--- config.mk ---
export PLATFORM = sky130hd
export DESIGN_NAME = flaf_err_mac
export DESIGN_NICKNAME = d
export VERILOG_FILES = /design/src/rtl/flaf_err_mac.sv
export SDC_FILE = /design/constraint.sdc
export NUM_CORES = 1
export LEC_CHECK = 0
export ABC_CLOCK_PERIOD_IN_PS = 15400
export BUFFER_PORTS_ARGS = -buffer_cell sky130_fd_sc_hd__buf_2
export CAP_MARGIN = 40
export CORE_MARGIN = 4
export CORE_UTILIZATION = 65
export DETAILED_ROUTE_END_ITERATION = 7
export PLACE_DENSITY_LB_ADDON = 0.15
export REMOVE_ABC_BUFFERS = 1
export SKIP_LAST_GASP = 1
export SYNTH_ARGS = -nofsm -noshare
export SYNTH_HDL_FRONTEND = slang
export SYNTH_SLANG_ARGS = --single-unit
--- constraint.sdc ---
create_clock -name clk -period 15.4 [get_ports clk]
set_input_delay 1.54 -clock clk [delete_from_list [all_inputs] [get_ports clk]]
set_output_delay 1.54 -clock clk [all_outputs]
set_load 0.02 [all_outputs]
--- src/rtl/flaf_err_mac.sv ---
// rtl/flaf_err_mac.sv - adaptive filter output/error stage with one shared multiplier
module flaf_err_mac #(
    parameter int WIDTH = 16,
    parameter int QP    = 12,
    parameter int TAPS  = 8
) (
    input  logic                    clk,
    input  logic                    reset,
    input  logic                    start,
    input  logic [TAPS*WIDTH-1:0]   w_vec,
    input  logic [TAPS*WIDTH-1:0]   x_vec,
    input  logic [WIDTH-1:0]        d_n,
    input  logic [WIDTH-1:0]        mu,
    output logic                    busy,
    output logic                    done,
    output logic [WIDTH-1:0]        y_out,
    output logic [WIDTH-1:0]        error,
    output logic [WIDTH-1:0]        mu_error
);
    localparam int IW = $clog2(TAPS);
    localparam int AW = 2*WIDTH + IW;

    localparam logic [1:0] S_IDLE = 2'd0;
    localparam logic [1:0] S_MAC  = 2'd1;
    localparam logic [1:0] S_ERR  = 2'd2;
    localparam logic [1:0] S_MUL  = 2'd3;

    localparam logic signed [AW-1:0]      HALF_A = AW'(1) << (QP-1);
    localparam logic signed [2*WIDTH-1:0] HALF_P = (2*WIDTH)'(1) << (QP-1);
    localparam logic [WIDTH-1:0]          S_MAX  = {1'b0, {(WIDTH-1){1'b1}}};
    localparam logic [WIDTH-1:0]          S_MIN  = {1'b1, {(WIDTH-1){1'b0}}};

    logic [1:0]               state;
    logic [IW-1:0]            idx;
    logic signed [AW-1:0]     acc;
    logic [TAPS*WIDTH-1:0]    w_r;
    logic [TAPS*WIDTH-1:0]    x_r;
    logic [WIDTH-1:0]         d_r;
    logic [WIDTH-1:0]         mu_r;

    logic signed [WIDTH-1:0]   op_a;
    logic signed [WIDTH-1:0]   op_b;
    logic signed [2*WIDTH-1:0] prod;
    logic signed [AW-1:0]      y_full;
    logic [WIDTH-1:0]          y_sat;
    logic signed [WIDTH:0]     err_wide;
    logic [WIDTH-1:0]          err_sat;

    assign busy = (state != S_IDLE);

    // Shared multiplier operands: current tap during MAC, mu*error otherwise
    always_comb begin
        op_a = mu_r;
        op_b = error;
        if (state == S_MAC) begin
            op_a = w_r[idx*WIDTH +: WIDTH];
            op_b = x_r[idx*WIDTH +: WIDTH];
        end
    end

    assign prod = op_a * op_b;

    // Round half-up and saturate the accumulator, then form the saturated error from it
    always_comb begin
        y_full = (acc + HALF_A) >>> QP;
        if (y_full[AW-1:WIDTH-1] == {(AW-WIDTH+1){y_full[WIDTH-1]}})
            y_sat = y_full[WIDTH-1:0];
        else
            y_sat = y_full[AW-1] ? S_MIN : S_MAX;
        err_wide = {d_r[WIDTH-1], d_r} - {y_sat[WIDTH-1], y_sat};
        if (err_wide[WIDTH] != err_wide[WIDTH-1])
            err_sat = err_wide[WIDTH] ? S_MIN : S_MAX;
        else
            err_sat = err_wide[WIDTH-1:0];
    end

    // Sequencer: capture, serial MAC, error formation, mu scaling
    always_ff @(posedge clk or negedge reset) begin
        if (!reset) begin
            state    <= S_IDLE;
            idx      <= '0;
            acc      <= '0;
            w_r      <= '0;
            x_r      <= '0;
            d_r      <= '0;
            mu_r     <= '0;
            done     <= 1'b0;
            y_out    <= '0;
            error    <= '0;
            mu_error <= '0;
        end else begin
            done <= 1'b0;
            case (state)
                S_IDLE: begin
                    if (start) begin
                        w_r   <= w_vec;
                        x_r   <= x_vec;
                        d_r   <= d_n;
                        mu_r  <= mu;
                        acc   <= '0;
                        idx   <= '0;
                        state <= S_MAC;
                    end
                end
                S_MAC: begin
                    acc <= acc + {{IW{prod[2*WIDTH-1]}}, prod};
                    idx <= idx + 1'b1;
                    if (idx == IW'(TAPS-1))
                        state <= S_ERR;
                end
                S_ERR: begin
                    y_out <= y_sat;
                    error <= err_sat;
                    state <= S_MUL;
                end
                default: begin
                    mu_error <= WIDTH'((prod + HALF_P) >>> QP);
                    done     <= 1'b1;
                    state    <= S_IDLE;
                end
            endcase
        end
    end
endmodule

# Yosys cells after proc, flatten, opt, wreduce, memory -nomap -nowiden
# Cells that the tools add are included.
[totals]
output_inout_bits = 50
word_cells = 47
regBits = 377
input_bits = 291
[op_classes]
n_reduce_logical = 7
shift = 2
eq_ne = 7
add_sub_neg = 5
n_mux = 14
n_mul = 1
[ops]
columns = ["op", "count"]
rows = [
  ["$shiftx 128x8->16", 2],
  ["$mux 16", 6],
  ["$pmux 35 s2", 1],
  ["$add 35x13->35 const B", 1],
  ["$add 35x35->35", 1],
  ["$mux 35", 1],
  ["$mul 16x16->32", 1],
  ["$add 28x13->28 const B", 1],
  ["$eq 19x19->1", 1],
  ["$sub 16x16->17", 1],
  ["$pmux 2 s3", 1],
  ["$pmux 3 s2", 1],
  ["$reduce_and 2->1", 3],
  ["$mux 2", 2],
  ["$reduce_bool 2->1", 2],
  ["$add 3x1->3 const B", 1],
  ["$eq 3x3->1 const B", 1],
  ["$mux 3", 1],
  ["$reduce_or 3->1", 1],
  ["$eq 2x1->1 const B", 1],
  ["$eq 2x2->1 const B", 1],
  ["$logic_not 2->1", 1],
  ["$ne 2x1->1 const B", 1],
  ["$ne 2x2->1 const B", 1],
  ["2 further kinds", 2],
]

# Longest topological paths before layout
# Gate-level depths: netlist of run 1.
[depth]
depth_word = 6
ltp_mapped = 40
mapped_depth_nobuf = 36

# Worst setup path before layout of run 1
# Ideal clock, no wire load.
[synth_timing]
path_kind = "reg2reg"
from = "reg idx[0]"
to = "reg acc[30]"
t_required_ns = 15.271
path_slack_ns = 6.274
setup_ns = 0.129
path_buffers = 5
period_less_slack_ns = 9.126
arrival_time_ns = 8.997
stages_incl_launch_ff = 38
path_cell_list = "dfrtp_1 > buf_2 > buf_2 > mux4_2 > mux2i_1 > nand2_1 > o21ai_1 > clkbuf_1 > nor2_1 > fa_1 > inv_1 > fa_1 > fa_1 > inv_1 > fa_1 > fa_1 > inv_1 > fa_1 > [2 not listed] > buf_2 > a21o_1 > a2111oi_4 > a311o_2 > mux2i_1 > nand2_1 > ha_1 > clkbuf_1 > a211oi_1 > o21ai_0 > o221ai_1 > and3b_1 > a22oi_1 > a211o_1 > a211o_1 > a31oi_1 > xor2_1 > o21ai_1"
[synth_between]
elab_chain_len = 5
word_cells_on_any_way = 7
cone_classes = "add/sub (1); mul (1); shift (2); mux (3)"
[synth_lines]
columns = ["element", "line_no", "rtl"]
rows = [
  ["from (decl)", "34", "logic [IW-1:0] idx;"],
  ["from (signal assigned)", "107", "idx <= idx + 1'b1;"],
  ["$shiftx 128x8->16 (on tied branches)", "56, 57", ""],
  ["$mux 16", "55", "if (state == S_MAC) begin"],
  ["$mul 16x16->32 (*)", "61", "assign prod = op_a * op_b;"],
  ["$add 35x35->35 (*)", "106", "acc <= acc + {{IW{prod[2*WIDTH-1]}}, prod};"],
  ["$pmux 35 s2 (*)", "93", "case (state)"],
  ["to (signal assigned)", "106", ""],
  ["to (decl)", "35", "logic signed [AW-1:0] acc;"],
]
# Mark *: on every way between the ends. The rest lies on a longest branch, timed or not.
# A chain may end at the register's enable or synchronous reset.

# Worst setup path in the final report of run 1
[layout_timing]
from = "reg idx[0]"
to = "reg acc[33]"
# The elaborated chain is that of the path after synthesis.

==> impl_metrics.tcl, run 1 <==
set metrics [dict create \
    synth.top_cell.area_share 0.3175 \
    synth.area.top_cells "dfrtp_1, fa_1, mux2_2" \
    clk_pin_slew_ns 0.07 \
    worst_path_largest_cell_delay_ns 0.87 \
    cts_tree "yes" \
    holdPathStages 2 \
    std_cell_rows 78 \
    io_buffer_count 340 \
    dr_total_vias 21670 \
    chipWidth_um 221.8 \
    nFillCells 3103 \
    rsz0062_at_grt "false" \
    finalSetupViolCount 0 \
    synth-adder-area-share 0.2420 \
    cts_hold_buf 0 \
    htreeDepth 2 \
    synth_simple_gate_area_frac 0.08986 \
    drc 0 \
    fin_crit_ns 10.81 \
    yosysWarnings 0 \
    wl_um 75070 \
    ant_nets 0 \
    wl_per_cell_um 20.60 \
    start_util 0.6562 \
    yosysTopAreaCell "dfrtp_1" \
    report.final.slew_viol_count 0 \
    dpl_cell_area_um2 32170 \
    r2r_start "idx[0]" \
    synth-edff-count 0 \
    holdPathEnd "mu_error[4]" \
    setup_tns_ns 0 \
    dieArea_um2 49200 \
    routed_via_density 5.946 \
    grt_start_max_net_pins 95 \
    gr-total-overflow 0 \
    place_inst 3564 \
    antenna_found_initial 19 \
    clkLatencyLatePin_ns 0.56 \
    core_um2 45280 \
    worstMarginPinSlew_ns 0.9712 \
    cap_violations 0 \
    netlist_area_um2 29710 \
    maxSlewHeadroom 0.3526 \
    netlist-cell-type-count 89 \
    num_io_pins 341 \
    async_flop_share 1.000 \
    grt_pass1_vias 23190 \
    reg2reg_to "acc[33]" \
    slowest_stage "dfrtp_4" \
    final_cell_count_no_fill 3644 \
    post_cts_resized 0 \
    synth_top_family_by_area "adder cells" \
    drive_gt1_frac 0.2952 \
    hpwl_um 57970 \
    syn_avg_cell_area_um2 11.03 \
    hp-class "register to register" \
    synthXorXnorAreaFrac 0.03213 \
    hold_start "mu_error[4]" \
    synthCells 2694 \
    status "finished, final reports clean" \
    dieHeight_um 221.8 \
    synthFlopType "dfrtp_1" \
    clock-sinks 377 \
    crit_path_end_kind "register" \
    cts-root-buf "clkbuf_16" \
    cts_buffers 39 \
    hold_viol_final 0 \
    arrival_ns 11.30 \
    design_area_um2 33600 \
    postCtsSetupRepairBufs 0 \
    rrSetupSlack_ns 4.59 \
    dr.pass1.iters 5 \
    synth_seq_cells 377 \
    synth_most_common_cell "dfrtp_1" \
    finalNetCount 3704 \
    muxShareOfSynthArea 0.1777 \
    finalCritPeriodShare 0.7018 \
    startpoint_type "register" \
    r2r_cells 35 \
    first_iter_violations 1522 \
    syn_to_final_growth_pct 13.07 \
    synth_compound_area_frac 0.08207 \
    critical_path_required_ns 15.89 \
    critPathMaxFanout 40 \
    grt_pass1_wl_um 121800 \
    maxClockFrequency_mhz 92.53 \
    clockBufferDepth 3 \
    yosysSeqAreaShare 0.3175 \
    place_congestion 0.9651 \
    fin_skew_ns 0.01779 \
    critPathKind "register to register" \
    synth.cells.most_frequent "dfrtp_1, inv_1, mux2_2" \
    gr-usage-all-layers 0.3076 \
]
critical path: cells and delay by family, from the launching register on:
kind	cells	cell delay [ns]
multiplexers	2	0.86
flip-flops	1	0.87
buffers and inverters	8	1.62
AO/OA/AOI/OAI	12	2.52
adder cells (fa/ha/maj)	8	3.78
AND/OR/NAND/NOR	5	1.06
registers in the layout (all words and copies together) (netlist names):
signal / flops
idx: 3
d_r: 16
mu_error: 16
w_r: 128
mu_r: 16
acc: 35
y_out: 16
x_r: 128
state: 2
error: 16
done: 1
cells by family after synthesis:
family,count (synthesis)
flip-flops,377
adder cells (fa/ha/maj),419
multiplexers,409
XOR/XNOR,106
AND/OR/NAND/NOR,582
AO/OA/AOI/OAI,346
buffers and inverters,455
metal layers:
metal  global-route usage  vias to the layer above  routed length (um)
li1                     -                     9697                   -
met1               0.4043                    10970               29460
met2               0.5230                      795               37500
met3              0.06289                      189                5554
met4              0.09344                       18                2439
met5                    0                        -                 116
how the worst max path moves through the flow:
stage | from | endpoint | slack, ns | depth (start not counted)
after global placement | idx[0] | acc[33] | 4.69 | 34
after detailed placement | idx[0] | acc[33] | 4.66 | 35
after floorplan | idx[0] | acc[33] | 4.37 | 32
after global routing | idx[0] | acc[33] | 3.90 | 35
final | idx[0] | acc[33] | 4.59 | 35
after CTS | idx[0] | acc[33] | 4.63 | 35
per-stage QoR:
stage	setup WS [ns]	hold slack, ns	util
3_5_place_dp	4.661	0.4794	0.7105
3_3_place_gp	4.692	0.4707	0.7058
4_1_cts	4.632	0.4940	0.7407
2_1_floorplan	4.371	0.4563	-
5_1_grt	3.901	0.5122	0.7418
6_report	4.593	0.4879	0.7420
layout make-up:
class / count / area (um^2) / area share
inverter: 343 / 1287 / 0.03832
sequential: 377 / 9443 / 0.2810
clock buffer: 56 / 1140 / 0.03393
timing repair buffer: 384 / 2162 / 0.06435
multi-input combinational: 1862 / 18560 / 0.5525
tap: 600 / 750.7 / 0.02234
antenna: 9 / 22.52 / 0.0006703
clock inverter: 13 / 229.0 / 0.006815
layout by cell type (no fill, tap or decap), drive strengths merged, types with 13 or more instances in the layout:
master    n
o21ai    79
mux2i    38
fa      264
nor2    251
mux4     64
dfrtp   377
xor2     39
mux2    307
a21oi    87
nand2b   24
buf     384
maj3     13
nand2   169
o21a     13
ha      142
a21o     61
a311oi   16
nor3     16
and3     15
inv     345
nand3    33
or2      21
xnor2    67
clkbuf   56
Power of run 1 is left out: the tool's default activity adds up to more than one toggle a clock period on the data nets, which glitch-free logic cannot reach.
==> run 2: changes to the inputs <==
--- a/config.mk
+++ b/config.mk
@@ -5,11 +5,12 @@
 export SDC_FILE = /design/constraint.sdc
 export NUM_CORES = 1
 export LEC_CHECK = 0
-export ABC_CLOCK_PERIOD_IN_PS = 15400
+export ABC_AREA = 1
+export ABC_CLOCK_PERIOD_IN_PS = 10400
 export BUFFER_PORTS_ARGS = -buffer_cell sky130_fd_sc_hd__buf_2
 export CAP_MARGIN = 40
 export CORE_MARGIN = 4
-export CORE_UTILIZATION = 65
+export CORE_UTILIZATION = 61
 export DETAILED_ROUTE_END_ITERATION = 7
 export PLACE_DENSITY_LB_ADDON = 0.15
 export REMOVE_ABC_BUFFERS = 1
==> constraint.sdc (replaced) <==
create_clock -name clk -period 10.4 [get_ports clk]
set_input_delay 1.04 -clock clk [delete_from_list [all_inputs] [get_ports clk]]
set_output_delay 1.04 -clock clk [all_outputs]
set_load 0.02 [all_outputs]
==> run 2 against run 1 <==
Die area up 13%. Register-to-register slack worse by 3.6 ns. Sequential share of layout area down 1.6 points. Synthesized cell count up 60%. Maximum frequency up 14%. Critical path depth down 2. First-iteration DRC count up 66%. Largest cell class unchanged. Highest routed layer unchanged.
==> impl_metrics.tcl, run 2 <==
set metrics [dict create \
    start_util 0.6163 \
    final_common_cell "nand2_1" \
    path_common_cell "nand2_1" \
    num_io_pins 341 \
    finalNetCount 5269 \
    critPathBufInv 6 \
    drive_gt1_frac 0.1065 \
    dieArea_um2 55640 \
    grt_start_max_net_pins 168 \
    synth_seq_cells 377 \
    critPathMaxFanout 34 \
    cap_violations 0 \
    cts_tree "yes" \
    most-common-layout-cells "nand2_1, inv_1, dfrtp_1" \
    drc 0 \
    syn_avg_cell_area_um2 7.356 \
    status "finished, final reports clean" \
    htreeDepth 2 \
    yosysTopAreaCell "dfrtp_1" \
    dieHeight_um 235.9 \
    synthFlopType "dfrtp_1" \
    crit_path_end_kind "register" \
    netlist-cell-type-count 48 \
    arrival_ns 9.93 \
    yosysWarnings 0 \
    reg2reg_to "acc[32]" \
    critical-path-top-delay-family "adder cells" \
    clk_pin_slew_ns 0.06 \
    chipWidth_um 235.9 \
    fin_crit_ns 9.451 \
    first_iter_violations 2532 \
    gr-total-overflow 0 \
    critical_path_required_ns 10.87 \
    synth-edff-count 0 \
    hp-class "input port to asynchronous set/reset pin" \
    core_um2 51410 \
    r2r_cells 33 \
    hold_viol_final 0 \
    reg.largest.list "w_r x128, x_r x128, acc x35" \
    async_flop_share 1.000 \
    synthCells 4307 \
    antenna_found_initial 2 \
    place_ws_ns 1.028 \
    place_congestion 1.039 \
    routed_via_density 5.456 \
    cts-root-buf "clkbuf_16" \
    startpoint_type "register" \
    report.final.slew_viol_count 0 \
    synth.cells.most_frequent "nand2_1, inv_1, dfrtp_1" \
    worst_path_largest_cell_delay_ns 0.81 \
    grt_pass1_vias 28530 \
    finish.utilization 0.6919 \
    critPathCapture "acc[32]" \
    startpoint "idx[0]" \
    synth_most_common_cell "nand2_1" \
    hpwl_um 71480 \
    wl_per_cell_um 17.47 \
    r2r_start "idx[0]" \
    std_cell_rows 83 \
    rsz0062_at_grt "false" \
    clkLatencyLatePin_ns 0.58 \
    yosysSeqAreaShare 0.2978 \
    finalSetupViolCount 0 \
    fin_ws_ns 0.9486 \
    wl_um 92310 \
    critPathKind "register to register" \
    gr-usage-all-layers 0.3291 \
    cts_hold_buf 0 \
    maxClockFrequency_mhz 105.8 \
    postCtsSetupRepairBufs 0 \
    post_cts_resized 0 \
    finalCritPeriodShare 0.9088 \
    synth.top_cell.area_share 0.2978 \
    hold-worst-slack_ns 0.4371 \
    worstMarginPinSlew_ns 0.8805 \
    dr.pass1.iters 6 \
    clockBufferDepth 3 \
    clock-sinks 377 \
    syn_to_final_growth_pct 12.27 \
    grt_pass1_wl_um 148600 \
    cts_buffers 43 \
    netlist_area_um2 31680 \
    fin_skew_ns 0.03239 \
    slowest_stage "fa_1" \
    synth.area.top_cells "dfrtp_1, nand2_1, fa_1" \
    io_buffer_count 340 \
    ant_nets 0 \
    cp.depth 33 \
    rrSetupSlack_ns 0.95 \
    dr_total_vias 28830 \
    nFillCells 4421 \
    maxSlewHeadroom 0.4116 \
]
run 2: changes by cell type in the layout (fill, tap and decap cells not counted), moves of 16 or more:
cell      before   now
nand2_1      168  1703
inv_1        343   680
mux2_2       307     0
nand3_1       31   126
o21ai_0       59   154
mux4_2        64     0
o221ai_1       4    57
xnor2_1       66    16
a21o_1        60    12
nand4_1        7    48
nand2b_1      24     0
mux2i_1       38    56
or2_2         21     5
run 2: worst min-delay path by stage:
stage                        to  slack, ns  cells past startpoint         from
CTS                    x_r[101]       0.47                      2     x_r[101]
finish                   w_r[8]       0.44                      1        reset
floorplan              w_r[100]       0.44                      2     w_r[100]
global route           x_r[102]       0.49                      2     x_r[102]
global placement    mu_error[0]       0.46                      2  mu_error[0]
detailed placement     x_r[100]       0.46                      2     x_r[100]
run 2: per-layer routing:
layer	track usage	part of all wire	vias to the layer above	wire length (um)
met4	0.1264	0.045	2	4137
li1	-	-	13720	-
met2	0.5440	0.47	1182	43730
met5	0	0.000076	-	7
met3	0.05390	0.077	238	7081
met1	0.4395	0.40	13690	37350
run 2: layout make-up:
| cell class | instances | area, um^2 | share of cell area |
|---|---|---|---|
| diodes | 1 | 2.502 | 0.00007036 |
| clock buffers | 53 | 1154 | 0.03243 |
| multi-input cells | 3078 | 18990 | 0.5339 |
| inverters | 689 | 2594 | 0.07292 |
| clock inverters | 22 | 276.5 | 0.007774 |
| flip-flops and latches | 377 | 9443 | 0.2655 |
| well taps | 680 | 850.8 | 0.02392 |
| repair buffers | 383 | 2260 | 0.06353 |
run 2: stage by stage:
step	setup TNS, ns	instance area (um^2)	instances
final	0	35570	5283
after global routing	0	35570	5283
after CTS	0	35570	5282
after detailed placement	0	34140	5207
after global placement	0	33870	5196
after floorplan	-771.55	31000	4144
run 2: kinds of logic (layout without fill, tap and decap cells):
kind of cell | Yosys count | after routing | synth area share
AO/OA/AOI/OAI | 377 | 377 | 0.07077
adder cells (fa/ha/maj) | 406 | 406 | 0.2229
multiplexers | 56 | 56 | 0.01769
AND/OR/NAND/NOR | 2186 | 2186 | 0.2730
XOR/XNOR | 53 | 53 | 0.01465
flip-flops | 377 | 377 | 0.2978
other | 0 | 1 | 0
buffers and inverters | 852 | 1147 | 0.1032
Power of run 2 is left out for the same reason.
